File: src/rtl/wallace_mult_pipe_if.sv
// Operand/result handshake bundle for wallace_mult_pipe (valid/ready on both sides).
// The master drives operands and out_ready; the slave (multiplier) drives in_ready, out_valid and result.
interface wallace_mult_pipe_if #(
  parameter int WIDTH = 8
);
  logic                 in_valid;
  logic                 in_ready;
  logic [WIDTH-1:0]     a;
  logic [WIDTH-1:0]     b;
  logic                 signed_mode;
  logic                 out_valid;
  logic                 out_ready;
  logic [2*WIDTH-1:0]   result;

  modport master (
    output in_valid, a, b, signed_mode, out_ready,
    input  in_ready, out_valid, result
  );

  modport slave (
    input  in_valid, a, b, signed_mode, out_ready,
    output in_ready, out_valid, result
  );
endinterface

File: src/rtl/wallace_mult_pipe.sv
// Pipelined Baugh-Wooley / carry-save-tree multiplier; optional running accumulator via WALLACE_MULT_ACC_EN.
// Latency STAGES cycles, one pair per cycle; a stalled output freezes every stage and drops in_ready.
module wallace_mult_pipe #(
  parameter int WIDTH  = 8,
  parameter int STAGES = 3
) (
  input  logic                 clk,
  input  logic                 rst_n,
`ifdef WALLACE_MULT_ACC_EN
  input  logic                 acc_clear,
  output logic [2*WIDTH+7:0]   acc,
`endif
  wallace_mult_pipe_if.slave   bus
);

  localparam int PW = 2 * WIDTH;
  localparam int NR = WIDTH + 1;  // WIDTH partial products plus the Baugh-Wooley constant row

  typedef logic [NR-1:0][PW-1:0] rows_t;

  function automatic int next_rows(int n);
    return 2 * (n / 3) + n % 3;
  endfunction

  function automatic int count_levels(int n);
    int l;
    int m;
    l = 0;
    m = n;
    while (m > 2) begin
      m = next_rows(m);
      l++;
    end
    return l;
  endfunction

  localparam int LEVELS = count_levels(NR);
  localparam int LPS    = (LEVELS + STAGES - 1) / STAGES;
  localparam int PS     = (STAGES > 1) ? STAGES - 1 : 1;

  // One 3:2 level: each full triple becomes sum/carry rows, leftovers pass through, the rest is zeroed.
  function automatic rows_t csa_level(rows_t r, int n);
    rows_t o;
    o = '0;
    for (int g = 0; g < NR / 3; g++) begin
      if (g < n / 3) begin
        o[2*g]   = r[3*g] ^ r[3*g+1] ^ r[3*g+2];
        o[2*g+1] = ((r[3*g] & r[3*g+1]) | (r[3*g] & r[3*g+2]) | (r[3*g+1] & r[3*g+2])) << 1;
      end
    end
    for (int j = 0; j < NR; j++) begin
      if (j >= 3 * (n / 3) && j < n) o[j - n / 3] = r[j];
    end
    return o;
  endfunction

  function automatic rows_t reduce(rows_t r, int first);
    rows_t o;
    int    n;
    o = r;
    n = NR;
    for (int l = 0; l < LEVELS; l++) begin
      if (l >= first && l < first + LPS) o = csa_level(o, n);
      n = next_rows(n);
    end
    return o;
  endfunction

  function automatic rows_t gen_pp(logic [WIDTH-1:0] x, logic [WIDTH-1:0] y, logic sm);
    rows_t r;
    logic  p;
    r = '0;
    for (int i = 0; i < WIDTH; i++) begin
      for (int j = 0; j < WIDTH; j++) begin
        p = x[j] & y[i];
        if (sm && ((i == WIDTH - 1) != (j == WIDTH - 1))) p = ~p;
        r[i][i+j] = p;
      end
    end
    if (sm) begin
      r[WIDTH][WIDTH]  = 1'b1;
      r[WIDTH][PW-1]   = 1'b1;
    end
    return r;
  endfunction

  function automatic logic [PW-1:0] sum_rows(rows_t r);
    logic [PW-1:0] s;
    s = '0;
    for (int i = 0; i < NR; i++) s = s + r[i];
    return s;
  endfunction

  logic              advance;
  logic [STAGES-1:0] vld_q, vld_d;
  rows_t             pp_rows;
  rows_t             rows_q [PS];
  rows_t             rows_d [PS];
  logic [PW-1:0]     result_q, result_d;

  always_comb begin
    advance  = !vld_q[STAGES-1] || bus.out_ready;
    pp_rows  = gen_pp(bus.a, bus.b, bus.signed_mode);
    vld_d    = vld_q;
    rows_d   = rows_q;
    result_d = result_q;
    if (advance) begin
      vld_d     = (vld_q << 1) | STAGES'(bus.in_valid);
      rows_d[0] = reduce(pp_rows, 0);
      for (int s = 1; s < PS; s++) rows_d[s] = reduce(rows_q[s-1], s * LPS);
      result_d  = sum_rows(reduce((STAGES == 1) ? pp_rows : rows_q[PS-1], (STAGES - 1) * LPS));
    end
  end

  always_ff @(posedge clk or negedge rst_n) begin
    if (!rst_n) begin
      vld_q    <= '0;
      rows_q   <= '{default: '0};
      result_q <= '0;
    end else begin
      vld_q    <= vld_d;
      rows_q   <= rows_d;
      result_q <= result_d;
    end
  end

  assign bus.in_ready  = advance;
  assign bus.out_valid = vld_q[STAGES-1];
  assign bus.result    = result_q;

`ifdef WALLACE_MULT_ACC_EN
  logic [STAGES-1:0] sm_q, sm_d;
  logic [PW+7:0]     acc_q, acc_d, acc_ext;
  logic              out_hs;

  // The mode bit rides alongside each product so the accumulator knows how to extend it.
  always_comb begin
    sm_d    = advance ? ((sm_q << 1) | STAGES'(bus.signed_mode)) : sm_q;
    out_hs  = vld_q[STAGES-1] && bus.out_ready;
    acc_ext = sm_q[STAGES-1] ? {{8{result_q[PW-1]}}, result_q} : {8'b0, result_q};
    acc_d   = acc_q;
    if (acc_clear)   acc_d = out_hs ? acc_ext : '0;
    else if (out_hs) acc_d = acc_q + acc_ext;
  end

  always_ff @(posedge clk or negedge rst_n) begin
    if (!rst_n) begin
      sm_q  <= '0;
      acc_q <= '0;
    end else begin
      sm_q  <= sm_d;
      acc_q <= acc_d;
    end
  end

  assign acc = acc_q;
`endif

endmodule

File: src/flat_wrapper.sv
// flat-port wrapper written by rule: the top's interface ports become plain ports
module wallace_mult_pipe_flat 
#(
  parameter int WIDTH  = 8,
  parameter int STAGES = 3
)
  (clk, rst_n, bus_in_valid, bus_a, bus_b, bus_signed_mode, bus_out_ready, bus_in_ready, bus_out_valid, bus_result);
  wallace_mult_pipe_if #(.WIDTH(WIDTH)) bus_i ();
  input  logic clk;
  input  logic rst_n;
  input wire logic [$bits(bus_i.in_valid)-1:0] bus_in_valid;
  input wire logic [$bits(bus_i.a)-1:0] bus_a;
  input wire logic [$bits(bus_i.b)-1:0] bus_b;
  input wire logic [$bits(bus_i.signed_mode)-1:0] bus_signed_mode;
  input wire logic [$bits(bus_i.out_ready)-1:0] bus_out_ready;
  output wire logic [$bits(bus_i.in_ready)-1:0] bus_in_ready;
  output wire logic [$bits(bus_i.out_valid)-1:0] bus_out_valid;
  output wire logic [$bits(bus_i.result)-1:0] bus_result;
  assign bus_i.in_valid = bus_in_valid;
  assign bus_i.a = bus_a;
  assign bus_i.b = bus_b;
  assign bus_i.signed_mode = bus_signed_mode;
  assign bus_i.out_ready = bus_out_ready;
  assign bus_in_ready = bus_i.in_ready;
  assign bus_out_valid = bus_i.out_valid;
  assign bus_result = bus_i.result;
  wallace_mult_pipe #(.WIDTH(WIDTH), .STAGES(STAGES)) u_core (.clk(clk), .rst_n(rst_n), .bus(bus_i));
endmodule
File: config.mk
export PLATFORM = sky130hd
export DESIGN_NAME = wallace_mult_pipe_flat
export DESIGN_NICKNAME = d
export VERILOG_FILES = /design/src/rtl/wallace_mult_pipe_if.sv /design/src/rtl/wallace_mult_pipe.sv /design/src/flat_wrapper.sv
export SDC_FILE = /design/constraint.sdc
export NUM_CORES = 1
export LEC_CHECK = 0
export ABC_CLOCK_PERIOD_IN_PS = 3450
export BUFFER_PORTS_ARGS = -buffer_cell sky130_fd_sc_hd__buf_2
export CAP_MARGIN = 0
export CORE_ASPECT_RATIO = 0.6
export CORE_MARGIN = 2
export CORE_UTILIZATION = 35
export CTS_BUF_LIST = sky130_fd_sc_hd__clkbuf_4
export DETAILED_ROUTE_END_ITERATION = 16
export GPL_ROUTABILITY_DRIVEN = 0
export PLACE_DENSITY = 0.62
export SLEW_MARGIN = 10
export SYNTH_ARGS = -nofsm -noshare
export SYNTH_HDL_FRONTEND = slang
export SYNTH_SLANG_ARGS = --single-unit
File: constraint.sdc
create_clock -name clk -period 3.45 [get_ports clk]
set_clock_uncertainty 0.2 [all_clocks]
set_input_delay 0.345 -clock clk [delete_from_list [all_inputs] [get_ports clk]]
set_output_delay 0.345 -clock clk [all_outputs]
set_load 0.05 [all_outputs]
After elaboration in Yosys (flattened, before gate mapping)

Cells that the tools add are included.
W data, S select, Z words.

Add/subtract/negate cells: 1
Multipliers: 0
Divide/modulo/power cells: 0
$lt $le $gt $ge: 0
Eq/ne operators: 0
Shift operators: 0
Multiplexer cells: 17
Bitwise logic cells: 128
Reductions and logical operators: 2

Operators with widths:

| kind             | count |
|---|---|
| $or A15 B15 Y15  | 14 |
| $and A15 B15 Y15 | 12 |
| $xor A16 B16 Y16 | 8 |
| $mux W96         | 1 |
| $and A1 B1 Y1    | 64 |
| $mux W48         | 1 |
| $add A16 B16 Y16 | 1 |
| $xor A15 B16 Y16 | 1 |
| $xor A16 B10 Y16 | 1 |
| $xor A16 B13 Y16 | 1 |
| $and A14 B15 Y15 | 1 |
| $and A15 B9 Y15  | 1 |
| $mux W1          | 15 |
| $xor A14 B15 Y15 | 1 |
| $and A14 B9 Y14  | 1 |
| $not A1 Y1       | 14 |
| $and A11 B13 Y13 | 1 |
| $and A12 B13 Y13 | 1 |
| $and A11 B12 Y12 | 1 |
| $xor A11 B12 Y12 | 1 |
| $and A8 B10 Y10  | 1 |
| $and A9 B10 Y10  | 1 |
| $and A8 B9 Y9    | 1 |
| $xor A8 B9 Y9    | 1 |
| 3 further kinds  | 3 |

Bits in registers: 112
Bits in latches: 0
Memory bits (writable): 0
Memory bits (read-only): 0
Input bits: 21
Output and inout port bits: 18
Word-level logic and storage cells: 156
Memories kept: 0

Depth between registers and ports, before layout

Gate-level depths: netlist (run 1).

Depth in word-level cells: 10
Mapped depth: 8
Depth with buffers taken out: 7

Least setup slack after synthesis (run 1)

OpenSTA, ideal clock, no wires.

Path kind: input-to-reg
From: input bus_a[7]
To: register u_core.rows_q[151] (netlist name)
Setup time: 117 ps
Arrival: 1821 ps
Required time: 3133 ps
Slack: 1313 ps
Stages on the path: 8
Buffers on the path: 1
Cells stage by stage: clkbuf_1 > nand2_1 > xor2_1 > fa_1 > inv_1 > fa_1 > nand2_1 > nand2_1

Word-level cells in the longest chain between the ends: 8

RTL lines:

| what                            | RTL line                 | source |
|---|---|---|
| start: declaration              | flat_wrapper.sv:12       | `input wire logic [$bits(bus_i.a)-1:0] bus_a;` |
| $and A1 B1 Y1 *                 | wallace_mult_pipe.sv:75  | `p = x[j] & y[i];` |
| $not A1 Y1                      | wallace_mult_pipe.sv:76  | `if (sm && ((i == WIDTH - 1) != (j == WIDTH - 1))) p = ~p;` |
| $mux W1 *                       | wallace_mult_pipe.sv:76  |  |
| $xor A8 B9 Y9 *                 | wallace_mult_pipe.sv:47  | `o[2*g] = r[3*g] ^ r[3*g+1] ^ r[3*g+2];` |
| $xor A16 B10 Y16 *              | wallace_mult_pipe.sv:47  |  |
| $mux W96 *                      | wallace_mult_pipe.sv:107 | `if (advance) begin` |
| $xor A16 B16 Y16 * (2 in a row) | wallace_mult_pipe.sv:47  |  |
| end signal: assignment          | wallace_mult_pipe.sv:122 | `rows_q <= rows_d;` |
| end: declaration                | wallace_mult_pipe.sv:97  | `rows_t rows_q [PS];` |

Mark *: on every way between the ends. The rest lies on a longest branch, timed or not. The select of a mux whose other input is x is not followed.
A chain may end at the register's enable or synchronous reset.

Worst setup path in the final report (run 1)

From: input bus_b[0]
To: register u_core.rows_q[151] (netlist name)

Word-level cells in the longest chain between the ends: 8
Elaborated cells on any way between the ends: 13
Classes of those cells: mux (2); bitwise (11)

RTL lines:

| what                            | RTL line                 | source |
|---|---|---|
| start: declaration              | flat_wrapper.sv:13       | `input wire logic [$bits(bus_i.b)-1:0] bus_b;` |
| $and A1 B1 Y1                   | wallace_mult_pipe.sv:75  |  |
| $not A1 Y1                      | wallace_mult_pipe.sv:76  |  |
| $mux W1                         | wallace_mult_pipe.sv:76  |  |
| $xor A8 B9 Y9                   | wallace_mult_pipe.sv:47  |  |
| $xor A16 B10 Y16                | wallace_mult_pipe.sv:47  |  |
| $mux W96 *                      | wallace_mult_pipe.sv:107 |  |
| $xor A16 B16 Y16 * (2 in a row) | wallace_mult_pipe.sv:47  |  |

Marks and branches as above.

==> results.yml, run 1 <==
yosys:
  ys_warn_count: 0
  yosysSeqAreaShare: 0.419
  ys_async_sr_fraction: 1.00
  postSynthCellCount: 559
  synth-seq-cells: 87
  synthesis.area_um2: 5200
  synth_edf_count: 0
  syn_avg_cell_area_um2: 9.30
  ys_types: 28
  synth_ff_type: "dfrtp_1"
  synthesis.nets: 651
die:
  coreArea_um2: 14500
  start_util: 0.358
  dieArea_um2: 15900
  dieWidth_um: 161
  die_height_um: 98.4
  rows: 34
  io_pins: 39
sta:
  setup_viol: 0
  timing.final.crit_share: 0.659
  fin_crit_ps: 2270
  worst_hold_slack_ps: 115
  fmax_ghz: 0.440
  maxSlewHeadroom: 0.458
  grt_setup_unrepaired: "no"
  tns_ps: 0
  tightest_slew_ps: 813
  drv_slew: 0
  hold_viol_final: 0
critical_path:
  crit_fanout: 8
  crit_arrival_ps: 2460
  cpMaxStageDelayCell: "dlygate4sd3_1"
  required_ps: 3630
  slowest_delay_ps: 520
  path_buf_inv: 3
  crit_chain: "dlygate4sd3_1 > buf_2 > nand2_1 > xor2_1 > fa_1 > inv_1 > fa_1 > nand2_1 > nand2_1"
  crit_family: "adder cells"
  crit_top_cell: "nand2_1"
  crit_type: "input pin to flip-flop"
  startpoint_type: "input pin"
  endpoint_kind: "flip-flop"
routing:
  viasPerCell: 4.72
  vias: 3768
  initialDrtViolationCount: 210
  routedWlPerCell_um: 12.7
  drc: 0
  drt_first_pass_iters: 4
  routed_wl_um: 10200
  ant_nets: 0
pwr:
  power_density_nw_per_um2: 729
  leakage_nw: 2.99
  ir_drop_uv: 457
global_routing:
  grt_util_all_layers: 0.139
  overflow: 0
  grt_max_degree: 84
  antenna_found_initial: 0
  grt_pass1_wl_um: 17900
  grt_pass1_vias: 3832
place:
  dp_hpwl_um: 7730
  port_buffers: 38
finish:
  drive_gt1_frac: 0.107
  finalNetCount: 687
  area_delta_synth_final_pct: 11.4
  antenna-diode-count: 0
clock_network:
  cts_sinks: 87
  htreeDepth: 3
  root_buffer: "clkbuf_4"
  cts_inserted_buffers: 9
  cts_tree: "built"
  clkTransAtPathRegs_ps: 140
  insertion_delay_ps: 430
  cts_buffer_depth: 2
outcome:
  outcome: "completed"
min_path:
  worstHoldPathType: "input pin to flip-flop"
run:
  cap_violations: 0
-- final timing paths --
| check | cells after the start | slack (ps) | to | from |
|---|---|---|---|---|
| setup reg to reg | 7 | 1260 | u_core.bus.result[15] | u_core.rows_q[5] |
| min in group asynchronous | 2 | 190 | u_core.bus.result[1] | rst_n |
| setup / recovery | 9 | 1180 | u_core.rows_q[151] | bus_b[0] |
| hold reg to reg | 2 | 280 | u_core.bus.result[3] | u_core.bus.result[3] |
| hold / removal | 4 | 120 | u_core.vld_q[2] | bus_out_ready |
| max in group asynchronous | 3 | 2120 | u_core.bus.result[14] | rst_n |
-- area by class of cell --
class | instances | area [µm²]
Fill cell | 1463 | 8720
Tap cell | 198 | 248
Clock buffer | 9 | 67.6
Timing Repair Buffer | 47 | 270
Clock inverter | 7 | 93.8
Inverter | 17 | 63.8
Sequential cell | 87 | 2180
Multi-Input combinational cell | 433 | 2870
-- routing by layer --
metal,vias up,part of all wire,GRT usage
met4,0,0.0013,0.0227
met3,2,0.049,0.0433
met5,-,0,0
met2,60,0.46,0.213
met1,1893,0.49,0.198
li1,1813,-,-
-- layout by cell type (no fill, tap or decap), drive strengths merged --
cell,count
and3,1
clkinv,2
a21boi,1
inv,19
o211ai,3
ha,33
fa,38
clkinvlp,1
dlygate4sd3,4
nand2b,1
o21bai,1
xnor2,18
nand2,244
a31oi,1
nand3,3
o21ai,16
dfrtp,87
clkbuf,9
buf,43
nor2b,2
nor2,7
and2,41
a21oi,14
bufinv,2
xor2,7
o211a,1
o21ba,1
-- synthesized netlist by cell type (2+ instances only) --
library cell | instances | area (µm²)
ha_1 | 33 | 413
buf_2 | 10 | 50.1
o21ai_1 | 5 | 25.0
o211ai_1 | 2 | 15.0
o21ai_0 | 10 | 50.1
nand2_1 | 244 | 916
clkbuf_1 | 12 | 45.0
inv_1 | 16 | 60.1
nor2_1 | 7 | 26.3
a21oi_2 | 2 | 17.5
and2_1 | 41 | 257
a21oi_1 | 12 | 60.1
nor2b_1 | 2 | 12.5
xnor2_1 | 18 | 158
dfrtp_1 | 87 | 2180
xor2_1 | 7 | 61.3
fa_1 | 38 | 761
nand3_1 | 3 | 15.0
-- registers in the layout, indices dropped and copies added, names as in the netlist --
register	count
u_core.rows_q	68
u_core.bus.result	16
u_core.vld_q	3
-- cells by family after synthesis --
kind of cell               after synthesis  synth area share
and+or+nand+nor                        299             0.238
DFF                                     87             0.419
adders and majority gates               71             0.226
buffers and inverters                   39            0.0306
AOI/OAI and AO/OA                       38            0.0443
xor gates and xnor gates                25            0.0421
-- where the power goes --
group / switching, W / leakage [nW] / internal (W) / total, W
Combinational: 0.00128 / 1.82 / 0.000700 / 0.00198
Sequential: 0.000213 / 1.09 / 0.00138 / 0.00159
Clock: 0.000357 / 0.0844 / 0.000295 / 0.000652
Total: 0.00185 / 2.99 / 0.00237 / 0.00422
-- tightest hold or removal path, cell delays in order --
cell and delay [ps]:
buf_2 100, nor2b_4 40, inv_2 160, nand2b_1 80
-- stage by stage --
stage / area [µm²] / utilization / std cells / total power (W) / setup slack [ps]
floorplan: 5200 / - / 559 / 0.00313 / 1310
global placement: 5590 / 0.385 / 778 / 0.00357 / 1200
detailed placement: 5590 / 0.385 / 778 / 0.00363 / 1150
CTS: 5780 / 0.398 / 797 / 0.00431 / 1230
global route: 5790 / 0.399 / 798 / 0.00463 / 1160
finish: 5790 / 0.399 / 798 / 0.00422 / 1180
-- what timing repair did --
item                      in CTS  in global routing
hold buffers                   3                  1
hold endpoints to repair      36                  1
buffers inserted               0                  0
resized for setup              0                  0
(Power assumes the default switching activity.)
==> run 2, diff against run 1 <==
--- a/config.mk
+++ b/config.mk
@@ -5,7 +5,7 @@
 export SDC_FILE = /design/constraint.sdc
 export NUM_CORES = 1
 export LEC_CHECK = 0
-export ABC_CLOCK_PERIOD_IN_PS = 3450
+export ABC_CLOCK_PERIOD_IN_PS = 2050
 export BUFFER_PORTS_ARGS = -buffer_cell sky130_fd_sc_hd__buf_2
 export CAP_MARGIN = 0
 export CORE_ASPECT_RATIO = 0.6
@@ -14,7 +14,7 @@
 export CTS_BUF_LIST = sky130_fd_sc_hd__clkbuf_4
 export DETAILED_ROUTE_END_ITERATION = 16
 export GPL_ROUTABILITY_DRIVEN = 0
-export PLACE_DENSITY = 0.62
+export PLACE_DENSITY = 0.64
 export SLEW_MARGIN = 10
 export SYNTH_ARGS = -nofsm -noshare
 export SYNTH_HDL_FRONTEND = slang
==> constraint.sdc (replaced) <==
create_clock -name clk -period 2.05 [get_ports clk]
set_clock_uncertainty 0.2 [all_clocks]
set_input_delay 0.205 -clock clk [delete_from_list [all_inputs] [get_ports clk]]
set_output_delay 0.205 -clock clk [all_outputs]
set_load 0.05 [all_outputs]
==> results.yml, run 2 (same netlist as run 1, synthesis figures left out) <==
outcome:
  outcome: "completed"
die:
  start_util: 0.358
  coreArea_um2: 14500
  die_height_um: 98.4
  dieWidth_um: 161
  dieArea_um2: 15900
  rows: 34
  io_pins: 39
min_path:
  hold_start: "bus_a[7]"
  hold_end: "u_core.rows_q[156]"
  holdPathStages: 4
  worstHoldPathType: "input pin to flip-flop"
routing:
  drc: 0
  routed_wl_um: 10800
  viasPerCell: 4.75
  initialDrtViolationCount: 271
  routedWlPerCell_um: 13.4
  ant_nets: 0
  vias: 3843
  drt_first_pass_iters: 4
finish:
  fin_cells: 809
  largest_reg_flops: 68
  area_delta_synth_final_pct: 15.0
  postLayoutCellArea_um2: 5980
  antenna-diode-count: 0
  final_cell_mix: "nand2_1 (244), dfrtp_1 (86), and2_1 (41)"
  drive_gt1_frac: 0.133
  top_register: "u_core.rows_q"
  final_common_cell: "nand2_1"
  finalNetCount: 698
sta:
  setup_viol: 0
  worst_hold_slack_ps: 46.3
  hold_viol_final: 0
  drv_slew: 0
  timing.final.crit_share: 0.988
  tightest_slew_ps: 913
  fin_crit_ps: 2030
  grt_setup_unrepaired: "yes"
  setup_ws_ps: 24.3
  maxSlewHeadroom: 0.390
  fmax_ghz: 0.494
global_routing:
  grt_max_degree: 91
  grt_pass1_wl_um: 18300
  antenna_found_initial: 0
  grt_pass1_vias: 3939
  grt_util_all_layers: 0.141
  overflow: 0
critical_path:
  startpoint_type: "flip-flop"
  rrSetupSlack_ps: 20
  crit_type: "flip-flop to flip-flop"
  required_ps: 2190
  endpoint_kind: "flip-flop"
  crit_arrival_ps: 2170
  crit_fanout: 3
  r2r_cells: 7
  r2r_start: "u_core.rows_q[21]"
  r2r_end: "u_core.bus.result[15]"
place:
  port_buffers: 38
  dp_cells: 782
  dp_hpwl_um: 7560
  dpl_worst_slack_ps: -46.9
  dpl_cell_area_um2: 5660
clock_network:
  htreeDepth: 3
  clkTransAtPathRegs_ps: 140
  cts_tree: "built"
  insertion_delay_ps: 450
  cts_sinks: 87
  root_buffer: "clkbuf_4"
  cts_buffer_depth: 2
  cts_inserted_buffers: 9
pwr:
  ir_drop_uv: 697
  power_density_nw_per_um2: 1220
  leakage_nw: 3.05
run:
  cap_violations: 0
[run 2: critical path, cell delays in order, from the launching register on]
cell     delay [ps]
dfrtp_1         410
ha_2            210
fa_2            400
a21oi_4         160
o211a_1         200
o21ba_1         150
xnor2_1         120
a21oi_1          80
[run 2: layout make-up]
class | instances | area (µm²)
timing repair buffer | 58 | 420
multi-input combinational | 433 | 2900
tap | 198 | 248
clock buffer | 9 | 67.6
sequential | 87 | 2180
inverter | 17 | 63.8
clock inverter | 7 | 97.6
fill | 1442 | 8530
[run 2: layer usage]
layer,track usage,up-vias,wire length (µm)
li1,-,1828,-
met1,0.207,1944,5330
met2,0.216,61,4940
met3,0.0310,10,505
met4,0.0330,0,76
met5,0,-,0
[run 2: worst max-delay path by stage]
stage                                  to         startpoint  cells past startpoint  slack (ps)
floorplan               u_core.rows_q[12]    u_core.vld_q[2]                      4          30
global placement    u_core.bus.result[15]   u_core.rows_q[5]                      7         -30
detailed placement  u_core.bus.result[15]   u_core.rows_q[5]                      7         -50
CTS                 u_core.bus.result[15]   u_core.rows_q[5]                      7          -1
global route        u_core.bus.result[15]  u_core.rows_q[21]                      7         -40
finish              u_core.bus.result[15]  u_core.rows_q[21]                      7          20
[run 2: repair_timing]
action,in CTS,in global routing
cloned,0,1
pin swaps,3,8
buffers inserted,1,3
hold endpoints to repair,90,0
gates resized for setup,2,7
setup endpoints to repair,1,7
hold buffers,6,0
[run 2: power by group]
group | switching (W) | internal [W] | leakage [nW]
Combinational | 0.00222 | 0.00129 | 1.89
Sequential | 0.000372 | 0.00232 | 1.09
Clock | 0.000616 | 0.000496 | 0.0821
[run 2: through the flow]
stage	util	total power, W	setup TNS (ps)
after floorplan	-	0.00527	0
after global placement	0.390	0.00604	-27.5
after detailed placement	0.390	0.00616	-46.9
after CTS	0.406	0.00731	-1.09
after global routing	0.412	0.00799	-68.5
final	0.412	0.00731	0
